--- config.mk ---
export PLATFORM = sky130hd
export DESIGN_NAME = rx_engine
export DESIGN_NICKNAME = d
export VERILOG_FILES = /design/src/rtl/rx_engine.sv
export SDC_FILE = /design/constraint.sdc
export NUM_CORES = 1
export LEC_CHECK = 0
export ABC_CLOCK_PERIOD_IN_PS = 2900
export CAP_MARGIN = 20
export CELL_PAD_IN_SITES_DETAIL_PLACEMENT = 1
export CELL_PAD_IN_SITES_GLOBAL_PLACEMENT = 1
export CORE_AREA = 4 4 60 57
export DETAILED_ROUTE_END_ITERATION = 6
export DIE_AREA = 0 0 64 61
export DONT_BUFFER_PORTS = 1
export GPL_ROUTABILITY_DRIVEN = 0
export PLACE_DENSITY_LB_ADDON = 0.1
export SYNTH_ARGS = -nofsm -noshare
export SYNTH_HDL_FRONTEND = slang
export SYNTH_SLANG_ARGS = --single-unit
--- constraint.sdc ---
create_clock -name clk_i -period 2.9 [get_ports clk_i]
set_clock_uncertainty 0.05 [all_clocks]
set_input_delay 0.58 -clock clk_i [delete_from_list [all_inputs] [get_ports clk_i]]
set_output_delay 0.58 -clock clk_i [all_outputs]
set_load 0.01 [all_outputs]
--- src/rtl/rx_engine.sv ---
// rx_engine: oversampling UART receiver (8N1) feeding an RX FIFO.
// Detects the start edge, samples mid-bit, and flags framing and overrun errors.
module rx_engine #(
   parameter int OSR = 16
) (
   input  logic       clk_i,
   input  logic       reset_ni,
   input  logic       osr_tick_i,
   input  logic       rx_i,
   input  logic       rx_en_i,
   input  logic       rx_fifo_full_i,
   output logic       rx_fifo_wen_o,
   output logic [7:0] rx_fifo_data_o,
   output logic       rx_busy_o,
   output logic       frame_err_o,
   output logic       overrun_err_o
);
   localparam int CW = $clog2(OSR);
   typedef enum logic [2:0] {IDLE, START, DATA, STOP, BREAK} state_t;
   state_t        state;
   logic          rx_q, rx_s;
   logic [CW-1:0] tick_cnt;
   logic [2:0]    bit_idx;
   logic [7:0]    shift_q;
   logic          mid_tick, last_tick;
   assign mid_tick  = tick_cnt == CW'(OSR / 2 - 1);
   assign last_tick = tick_cnt == CW'(OSR - 1);
   always_ff @(posedge clk_i or negedge reset_ni) begin
      if (!reset_ni) begin
         rx_q <= 1'b1;
         rx_s <= 1'b1;
      end else begin
         rx_q <= rx_i;
         rx_s <= rx_q;
      end
   end
   // rx_en_i only gates start detection, so a frame in flight always completes
   always_ff @(posedge clk_i or negedge reset_ni) begin
      if (!reset_ni) begin
         state          <= IDLE;
         tick_cnt       <= '0;
         bit_idx        <= '0;
         shift_q        <= '0;
         rx_fifo_wen_o  <= 1'b0;
         rx_fifo_data_o <= '0;
         rx_busy_o      <= 1'b0;
         frame_err_o    <= 1'b0;
         overrun_err_o  <= 1'b0;
      end else begin
         rx_fifo_wen_o <= 1'b0;
         frame_err_o   <= 1'b0;
         overrun_err_o <= 1'b0;
         if (osr_tick_i) begin
            tick_cnt <= tick_cnt + 1'b1;
            case (state)
               IDLE: if (rx_en_i && !rx_s) begin
                  tick_cnt  <= '0;
                  state     <= START;
                  rx_busy_o <= 1'b1;
               end
               START: if (mid_tick) begin
                  tick_cnt <= '0;
                  bit_idx  <= '0;
                  if (!rx_s) state <= DATA;
                  else begin
                     state     <= IDLE;
                     rx_busy_o <= 1'b0;
                  end
               end
               DATA: if (last_tick) begin
                  tick_cnt <= '0;
                  shift_q  <= {rx_s, shift_q[7:1]};
                  bit_idx  <= bit_idx + 1'b1;
                  if (bit_idx == 3'd7) state <= STOP;
               end
               STOP: if (last_tick) begin
                  tick_cnt <= '0;
                  if (rx_s) begin
                     state     <= IDLE;
                     rx_busy_o <= 1'b0;
                     if (rx_fifo_full_i) overrun_err_o <= 1'b1;
                     else begin
                        rx_fifo_wen_o  <= 1'b1;
                        rx_fifo_data_o <= shift_q;
                     end
                  end else begin
                     state       <= BREAK;
                     frame_err_o <= 1'b1;
                  end
               end
               BREAK: if (rx_s) begin
                  state     <= IDLE;
                  rx_busy_o <= 1'b0;
               end
               default: begin
                  state     <= IDLE;
                  rx_busy_o <= 1'b0;
               end
            endcase
         end
      end
   end
endmodule

==> results.tsv <==
metric	value	unit
status	completed	
portBuffers	0	
numCtsBuffers	5	
yosys_register_bits	32	
instances_no_fill	161	
vdd_drop_max	0.435	mV
avgSynthCellArea	12.3	um2
worstRegToRegCells	5	
ctsHtreeMaxLevel	2	
worstSetupPathType	flip-flop to flip-flop	
dieArea	3900	um2
clk_pin_slew	100	ps
grt_pass1_vias	920	
drv_cap	0	
finalSetupViolCount	0	
met1_length	1250	um
drc	0	
ys_top_cells_by_area	dfrtp_1, mux2_2, dfstp_2	
synth_top_area_cell	dfrtp_1	
finalCritPeriodShare	71.1	%
post-place-ws	810	ps
worst_hold_slack	45.3	ps
syn_inst	116	
wirelength	2670	um
cts_tree	yes	
fin_nets	129	
grt_setup_unrepaired	no	
core_area	2730	um2
cp-endpoint	rx_fifo_data_o[5]	
yosysMostFrequentCell	dfrtp_1	
critPathArrivalTime	2210	ps
clock_sinks	32	
ys_types	35	
timing.final.ws_setup	838	ps
grt_max_degree	31	
topRoutingLayerUsed	met3	
hold_class	input pin to asynchronous set/reset pin	
required	3050	ps
r2r_slack	840	ps
num_rows	18	
hpwl	1910	um
num_vias	887	
syn_area	1430	um2
startpoint_type	flip-flop	
placed_cells	151	
antenna_left	0	
dr_wl_met2	1340	um
placed_area	1460	um2
synthArstFlopShare	100	%
die_h	61	um
final_area	1590	um2
post-route-util	58.2	%
dr.pass1.iters	4	
slew_headroom	69.2	%
period_needed	2060	ps
seq_area_frac_synth	56.1	%
syn-num-nets	125	
grtUsageTotal	15.3	%
tightest_slew	461	ps
synth-edff-count	0	
vias_per_cell	5.51	
antenna_found_initial	0	
clockBufferDepth	2	
crit_start	tick_cnt[0]	
synthFlopType	dfrtp_1	
grt_pass1_wl	4500	um
die_w	64	um
overflow	0	
hold_viol_final	0	
end_kind	flip-flop	
start_util	52.5	%
wl_per_cell	16.6	um
clkLatencyLatePin	310	ps
pin_count	18	
yosys.area.top_type_share	52.4	%
fmax	485	MHz
finalPower	1.21	mW
syn_to_final_growth	10.8	%
r2r-start	tick_cnt[0]	
drive_gt1_share	29.8	%
synth_common_cells	dfrtp_1, mux2_2, nand2_1	
ctsRootBufferMaster	clkbuf_4	
fillers	274	
tns	0	ps
crit_fanout	9	
first_iter_violations	20	
finalMaxSlewViolations	0	
num_antenna_cells	0	
p_leak	0.747	nW
ys_warn_count	0	
wl_met3	79	um
worstReg2RegEnd	rx_fifo_data_o[5]	
cellPowerDensity	764	nW/um2
[repair_timing]
| item | 4_1_cts | 5_1_grt |
|---|---|---|
| setup buffers | 0 | 0 |
| endpoints found under the hold margin | 30 | 7 |
| resized for setup | 0 | 0 |
| hold buffers | 1 | 1 |
[cells by family after synthesis]
logic type,count (synthesis),synth area share (%)
fa+ha+maj,3,2.62
buf+inv,8,2.54
flops,32,56.1
mux,20,15.6
compound gates,15,7.43
simple gates,37,15.0
xor+xnor,1,0.612
[layout make-up]
cell class                 count  area (um2)  share of cell area, %
tap                           40        50.0                   3.16
timing repair buffer           3        37.5                   2.37
multi-input combinational     76         592                   37.3
inverter                       2        7.51                  0.474
sequential                    32         803                   50.7
clock buffer                   7        65.1                   4.10
clock inverter                 1        30.0                   1.89
[power by group]
group	switching [mW]	internal [mW]	leakage [nW]
Sequential	0.0978	0.498	0.423
Combinational	0.124	0.122	0.272
Clock	0.141	0.229	0.0515
Total	0.363	0.849	0.747
[worst min path at each step]
| stage | slack, ps | cells past startpoint | end |
|---|---|---|---|
| 6_report | 50 | 0 | rx_s |
| 5_1_grt | 3 | 0 | rx_q |
| 3_5_place_dp | 240 | 0 | state[2] |
| 4_1_cts | 10 | 1 | state[2] |
| 2_1_floorplan | 230 | 0 | bit_idx[0] |
| 3_3_place_gp | 240 | 0 | state[2] |
[placed cells by master, fill, tap and decap left out, drive strengths merged, types with 2 or more instances in the layout]
master and instances:
mux2 19, clkbuf 7, ha 3, nand3 5, buf 2, a21oi 2, dfrtp 30, o21ai 5
nand4 4, nand2 7, dfstp 2, nand2b 3, nor2 5, a22o 2, nor3 5, inv 2
[critical path, cell delays in order (launching register included)]
cell and delay, ps:
dfrtp_1 400, ha_1 250, nand3_1 150, or2_4 290, nor3_4 420, mux2_2 390
[layer usage]
layer / vias up / GRT usage, %
met5: - / 0
met4: 0 / 2.77
met3: 0 / 5.56
met2: 11 / 25.2
met1: 454 / 19.8
li1: 422 / -
[flip-flops by register name, indices dropped and copies added (netlist names)]
signal	count
shift_q	8
frame_err_o	1
rx_q	1
state	3
tick_cnt	4
rx_fifo_wen_o	1
bit_idx	3
overrun_err_o	1
rx_fifo_data_o	8
rx_busy_o	1
rx_s	1
Note: power is estimated with default switching activity, not from simulation.
